[config.mk]
export PLATFORM = sky130hd
export DESIGN_NAME = bzmusic_seq
export DESIGN_NICKNAME = d
export VERILOG_FILES = /design/src/rtl/bzmusic_pkg.sv /design/src/rtl/bzmusic_beat_timer.sv /design/src/rtl/bzmusic_seq.sv
export SDC_FILE = /design/constraint.sdc
export NUM_CORES = 1
export LEC_CHECK = 0
export BUFFER_PORTS_ARGS = -buffer_cell sky130_fd_sc_hd__buf_2
export CAP_MARGIN = 20
export CORE_UTILIZATION = 25
export DETAILED_ROUTE_END_ITERATION = 8
export PLACE_DENSITY_LB_ADDON = 0.1
export SLEW_MARGIN = 5
export SYNTH_ARGS = -nofsm -noshare
export SYNTH_HDL_FRONTEND = slang
export SYNTH_HIERARCHICAL = 1
export SYNTH_SLANG_ARGS = --single-unit
[constraint.sdc]
create_clock -name clk -period 5.17 [get_ports clk]
set_clock_uncertainty 0.1 [all_clocks]
set_input_delay 1.034 -clock clk [delete_from_list [all_inputs] [get_ports clk]]
set_output_delay 1.034 -clock clk [all_outputs]
set_load 0.01 [all_outputs]
[src/rtl/bzmusic_pkg.sv]
// Shared types and constants for the buzzer score sequencer.
// A score entry is {beat, tune}, with tune in the low bits.
package bzmusic_pkg;

   typedef enum logic [2:0] {
      ST_IDLE  = 3'd0,
      ST_FETCH = 3'd1,
      ST_LOAD  = 3'd2,
      ST_PLAY  = 3'd3,
      ST_GAP   = 3'd4
   } state_t;

   localparam int TUNE_LSB  = 0;
   localparam int REST_TUNE = 0;
   localparam int END_BEAT  = 0;

   function automatic int beat_lsb(input int tune_w);
      return TUNE_LSB + tune_w;
   endfunction

   // Minimum width of a counter that must hold the values 0..n-1.
   function automatic int cnt_w(input int n);
      return (n < 2) ? 1 : $clog2(n);
   endfunction

endpackage

[src/rtl/bzmusic_beat_timer.sv]
// Beat timer: a cycle divider wrapping every BEAT_DIV clocks and a beat down-counter.
// expire fires on the final clock of the final beat.
module bzmusic_beat_timer
   import bzmusic_pkg::*;
#(
   parameter int BEAT_W   = 4,
   parameter int BEAT_DIV = 12_500_000
) (
   input  logic              clk,
   input  logic              rst,
   input  logic              load,
   input  logic [BEAT_W-1:0] beats,
   input  logic              hold,
   output logic              expire
);

   localparam int               DIV_W  = cnt_w(BEAT_DIV);
   localparam logic [DIV_W-1:0] DIV_TC = DIV_W'(BEAT_DIV - 1);

   logic [DIV_W-1:0]  div_cnt;
   logic [BEAT_W-1:0] beat_cnt;
   logic              div_wrap;

   assign div_wrap = !hold && (div_cnt == DIV_TC);
   assign expire   = div_wrap && (beat_cnt == BEAT_W'(1));

   always_ff @(posedge clk or posedge rst) begin
      if (rst) begin
         div_cnt  <= '0;
         beat_cnt <= '0;
      end else if (load) begin
         div_cnt  <= '0;
         beat_cnt <= beats;
      end else if (!hold) begin
         if (div_cnt == DIV_TC) begin
            div_cnt <= '0;
            if (beat_cnt != '0) beat_cnt <= beat_cnt - BEAT_W'(1);
         end else begin
            div_cnt <= div_cnt + DIV_W'(1);
         end
      end
   end

endmodule

[src/rtl/bzmusic_seq.sv]
// Buzzer score sequencer: walks a synchronous score ROM, times each note in beats,
// and drives a registered tune index and PWM enable.
//
// state | meaning
// IDLE  | waiting for start
// FETCH | ROM read in flight
// LOAD  | decode entry: note, loop reload or end of score
// PLAY  | note/rest sounding for beat*BEAT_DIV cycles
// GAP   | silent articulation gap of GAP_CYC cycles
module bzmusic_seq
   import bzmusic_pkg::*;
#(
   parameter int ADDR_W   = 8,
   parameter int TUNE_W   = 5,
   parameter int BEAT_W   = 4,
   parameter int BEAT_DIV = 12_500_000,
   parameter int GAP_CYC  = 0
) (
   input  logic                     clk,
   input  logic                     rst,
   input  logic                     start,
   input  logic                     stop,
   input  logic                     pause,
   input  logic                     loop,
   input  logic [ADDR_W-1:0]        start_addr,
   output logic [ADDR_W-1:0]        rom_addr,
   input  logic [BEAT_W+TUNE_W-1:0] rom_data,
   output logic [TUNE_W-1:0]        tune,
   output logic                     pwm_en,
   output logic                     busy,
   output logic                     done
);

   localparam int               BEAT_LSB = beat_lsb(TUNE_W);
   localparam int               GAP_W    = cnt_w(GAP_CYC);
   localparam logic [GAP_W-1:0] GAP_LD   = GAP_W'((GAP_CYC > 0) ? GAP_CYC - 1 : 0);

   state_t            state, state_d;
   logic [ADDR_W-1:0] base, base_d, addr_d;
   logic [TUNE_W-1:0] tune_d;
   logic [GAP_W-1:0]  gap_cnt, gap_d;
   logic              first, first_d;
   logic              pwm_en_d, busy_d, done_d;
   logic [BEAT_W-1:0] beat_f;
   logic [TUNE_W-1:0] tune_f;
   logic              is_end, t_load, t_hold, t_expire;

   assign beat_f = rom_data[BEAT_LSB +: BEAT_W];
   assign tune_f = rom_data[TUNE_LSB +: TUNE_W];
   assign is_end = (beat_f == BEAT_W'(END_BEAT));
   assign t_load = (state == ST_LOAD) && !is_end;
   assign t_hold = pause || (state != ST_PLAY);

   bzmusic_beat_timer #(.BEAT_W(BEAT_W), .BEAT_DIV(BEAT_DIV)) u_timer (
      .clk    (clk),
      .rst    (rst),
      .load   (t_load),
      .beats  (beat_f),
      .hold   (t_hold),
      .expire (t_expire)
   );

   always_ff @(posedge clk or posedge rst) begin
      if (rst) begin
         state    <= ST_IDLE;
         rom_addr <= '0;
         base     <= '0;
         first    <= 1'b0;
         tune     <= '0;
         gap_cnt  <= '0;
         pwm_en   <= 1'b0;
         busy     <= 1'b0;
         done     <= 1'b0;
      end else begin
         state    <= state_d;
         rom_addr <= addr_d;
         base     <= base_d;
         first    <= first_d;
         tune     <= tune_d;
         gap_cnt  <= gap_d;
         pwm_en   <= pwm_en_d;
         busy     <= busy_d;
         done     <= done_d;
      end
   end

   always_comb begin
      state_d = state;
      if (stop) begin
         state_d = ST_IDLE;
      end else begin
         case (state)
            ST_IDLE:  if (start) state_d = ST_FETCH;
            ST_FETCH: state_d = ST_LOAD;
            ST_LOAD: begin
               if (!is_end)            state_d = ST_PLAY;
               else if (loop && !first) state_d = ST_FETCH;
               else                    state_d = ST_IDLE;
            end
            ST_PLAY:  if (t_expire) state_d = (GAP_CYC > 0) ? ST_GAP : ST_FETCH;
            ST_GAP:   if (!pause && gap_cnt == '0) state_d = ST_FETCH;
            default:  state_d = ST_IDLE;
         endcase
      end
   end

   // Registered outputs are computed from the next state so they line up with it.
   always_comb begin
      addr_d  = rom_addr;
      base_d  = base;
      first_d = first;
      tune_d  = tune;
      gap_d   = gap_cnt;
      done_d  = 1'b0;
      if (!stop) begin
         case (state)
            ST_IDLE: begin
               if (start) begin
                  base_d  = start_addr;
                  addr_d  = start_addr;
                  first_d = 1'b1;
               end
            end
            ST_LOAD: begin
               if (!is_end) begin
                  tune_d  = tune_f;
                  first_d = 1'b0;
               end else if (loop && !first) begin
                  addr_d  = base;
                  first_d = 1'b1;
               end else begin
                  done_d = 1'b1;
               end
            end
            ST_PLAY: begin
               if (t_expire) begin
                  if (GAP_CYC > 0) gap_d  = GAP_LD;
                  else             addr_d = rom_addr + ADDR_W'(1);
               end
            end
            ST_GAP: begin
               if (!pause) begin
                  if (gap_cnt == '0) addr_d = rom_addr + ADDR_W'(1);
                  else               gap_d  = gap_cnt - GAP_W'(1);
               end
            end
            default: ;
         endcase
      end
      if (state_d == ST_IDLE) tune_d = '0;
      pwm_en_d = (state_d == ST_PLAY) && (tune_d != TUNE_W'(REST_TUNE)) && !pause;
      busy_d   = (state_d != ST_IDLE);
   end

endmodule

==> flow_summary.toml <==
[grt]
antenna_found_initial = 0
grt_max_degree = 29
first_global_vias = 2497
gr-total-overflow = 0
grt_pass1_wl_um = 13100
track_usage = 0.131

[synth]
postSynthAreaPerCell_um2 = 9.70
synth.distinct_cells = 57
synth_common_cells = "dfrtp_1, nor2_1, nand2_1"
synthArstFlopShare = 1.00
synth.net_count = 356
netlist_instances = 328
synth_area_leaders = "dfrtp_1, nor2_1, xnor2_1, mux2_2, nand2_1"
seq_area_frac_synth = 0.441
synth_top_area_share = 0.441
synth_most_common_cell = "dfrtp_1"
synth_largest_area_cell = "dfrtp_1"
syn-cell-area_mm2 = 0.00318
ys_ff_latch = 56
ys_warn_count = 6
synth-main-ff-cell = "dfrtp_1"
synth_edf_count = 0

[clock_tree]
cts.sinks = 56
postCtsSetupBuffers = 0
htree_levels = 2
tritoncts = "built"
numCtsBuffers = 5
cts_hold_buf = 0
post_cts_resize_count = 0
cts_buffer_depth = 2
clk-insertion-delay-late_ps = 310
cts.clk_slew.worst_paths_ps = 80
root_buffer = "clkbuf_16"

[drt]
first_pass_iters = 4
drtIter0Drc = 97
drc = 0
wl_per_cell_um = 14.3
dr_total_vias = 2465
wirelength_um = 7640
ant_nets = 0
via_per_inst = 4.62

[placement]
hpwl_um = 5540
io_buffer_count = 38
routabilityCongestion = 0.698
dp.cells = 525

[power]
vdd_drop_max_v = 0.000121
power_density_mw_per_mm2 = 302
leakage_uw = 0.00159

[timing]
fmaxAchievable_ghz = 0.318
slew_viol_final = 0
fin_tns_setup_ps = 0
tightest_slew_ps = 852
maxSlewHeadroom = 0.427
min_period_ps = 3150
fin_crit_sh = 0.609
final-hold-violation-count = 0
setup_viol = 0
rsz0062_at_grt = "false"

[finish]
syn2layout_area_growth_pct = 15.7
drive_gt1_frac = 0.216
fin_nets = 392
diodes = 0
fin_cells = 533

[job]
drv_cap = 0

[critical_path]
worst_setup_path_start_kind = "flop"
reg2reg_from = "state[0]$_DFF_PP0_"
cp_cell_sequence = "inv_1 -> or3_1 -> and2b_1 -> nand3_1 -> nor2_1 -> nand2_1 -> a21oi_1 -> o22ai_2 -> o21ai_0 -> o21ai_1"
cp.required_ps = 5250
crit_type = "flop to flop"
slowest_stage = "dfrtp_1"
crit_path_end_kind = "flop"
path_max_fanout = 16
slowest_delay_ps = 680
r2r_slack_ps = 2020
r2r_end = "rom_addr[7]$_DFFE_PP0P_"
reg2reg_depth = 10
cp.arrival_ps = 3220

[floorplan]
die_x_um = 115
start_util = 0.260
pin_count = 39
coreArea_mm2 = 0.0122
dieArea_mm2 = 0.0132
num_rows = 40
die_h_um = 115

[min_path]
worstHoldPathType = "flop to flop"
whs_endpoint = "first$_DFFE_PP0P_"
worstHoldStart = "first$_DFFE_PP0P_"
whs_path_depth = 2

[run_status]
status = "complete, no violations"
-- cells in the final DEF, fill, tap and decap left out, types with 8 or more instances in the layout --
cell,count
inv_1,9
nor2_1,55
xor2_1,8
dfrtp_1,56
nand3_1,10
o21ai_0,9
mux2_2,11
xnor2_1,15
nand4_1,10
nand2_1,22
buf_2,38
mux2i_1,8
a21oi_1,14
-- how the worst max path moves through the flow --
stage	slack [ps]	to	cells after the start	from
after floorplan	2220	u_timer/div_cnt[19]$_DFFE_PP0P_	7	pause
after global placement	1820	rom_addr[7]$_DFFE_PP0P_	10	pause
after detailed placement	1760	rom_addr[7]$_DFFE_PP0P_	10	pause
after CTS	2040	rom_addr[7]$_DFFE_PP0P_	10	state[0]$_DFF_PP0_
after global routing	1720	rom_addr[2]$_DFFE_PP0P_	10	state[0]$_DFF_PP0_
final	2020	rom_addr[7]$_DFFE_PP0P_	10	state[0]$_DFF_PP0_
-- layout make-up --
type                            instances  area (µm²)
Fill cell                            1339        8530
Multi-Input combinational cell        251        1670
Sequential cell                        56        1400
Timing Repair Buffer                   41         213
Tap cell                              168         210
Clock buffer                            7         143
Inverter                                9        33.8
Clock inverter                          1        7.51
-- registers in the layout, summed over array words and instances (netlist names) --
name	count
rom_addr	8
first	1
u_timer/beat_cnt	4
state	3
busy	1
u_timer/div_cnt	24
done	1
pwm_en	1
tune	5
base	8
-- worst max-delay path: cells and delay by family (launching register included) --
family	cells	cell delay, ps
simple gates	5	1250
compound gates	4	790
buf+inv	1	170
flops	1	680
-- routing by layer --
| layer | part of all wire | up-vias | global-route usage |
|---|---|---|---|
| met4 | 0.023 | 0 | 0.0641 |
| met1 | 0.48 | 1172 | 0.164 |
| li1 | - | 1231 | - |
| met2 | 0.47 | 50 | 0.214 |
| met5 | 0 | - | 0 |
| met3 | 0.034 | 12 | 0.0274 |
-- power by group --
part	total, µW	internal (µW)	switching (µW)	leakage (µW)
clock network	363	194	169	0.0000701
logic	213	94.9	118	0.000784
registers	536	488	47.9	0.000736
total	1110	777	334	0.00159
-- metrics by stage --
stage | power, µW | hold slack, ps | area [µm²] | util | setup WS [ps]
floorplan | 685 | 354 | 3180 | - | 2220
global placement | 760 | 377 | 3530 | 0.289 | 1820
detailed placement | 762 | 386 | 3530 | 0.289 | 1760
CTS | 1140 | 406 | 3680 | 0.301 | 2040
global route | 1180 | 423 | 3680 | 0.301 | 1720
finish | 1110 | 400 | 3680 | 0.301 | 2020
-- cells by family after synthesis --
logic type               share of synthesized area
buffers and inverters                       0.0334
multiplexers                                0.0712
flip-flops                                   0.441
AO/OA/AOI/OAI                                0.101
adder cells (fa/ha/maj)                     0.0197
XOR/XNOR                                    0.0633
AND/OR/NAND/NOR                              0.271
(Power assumes the default switching activity.)
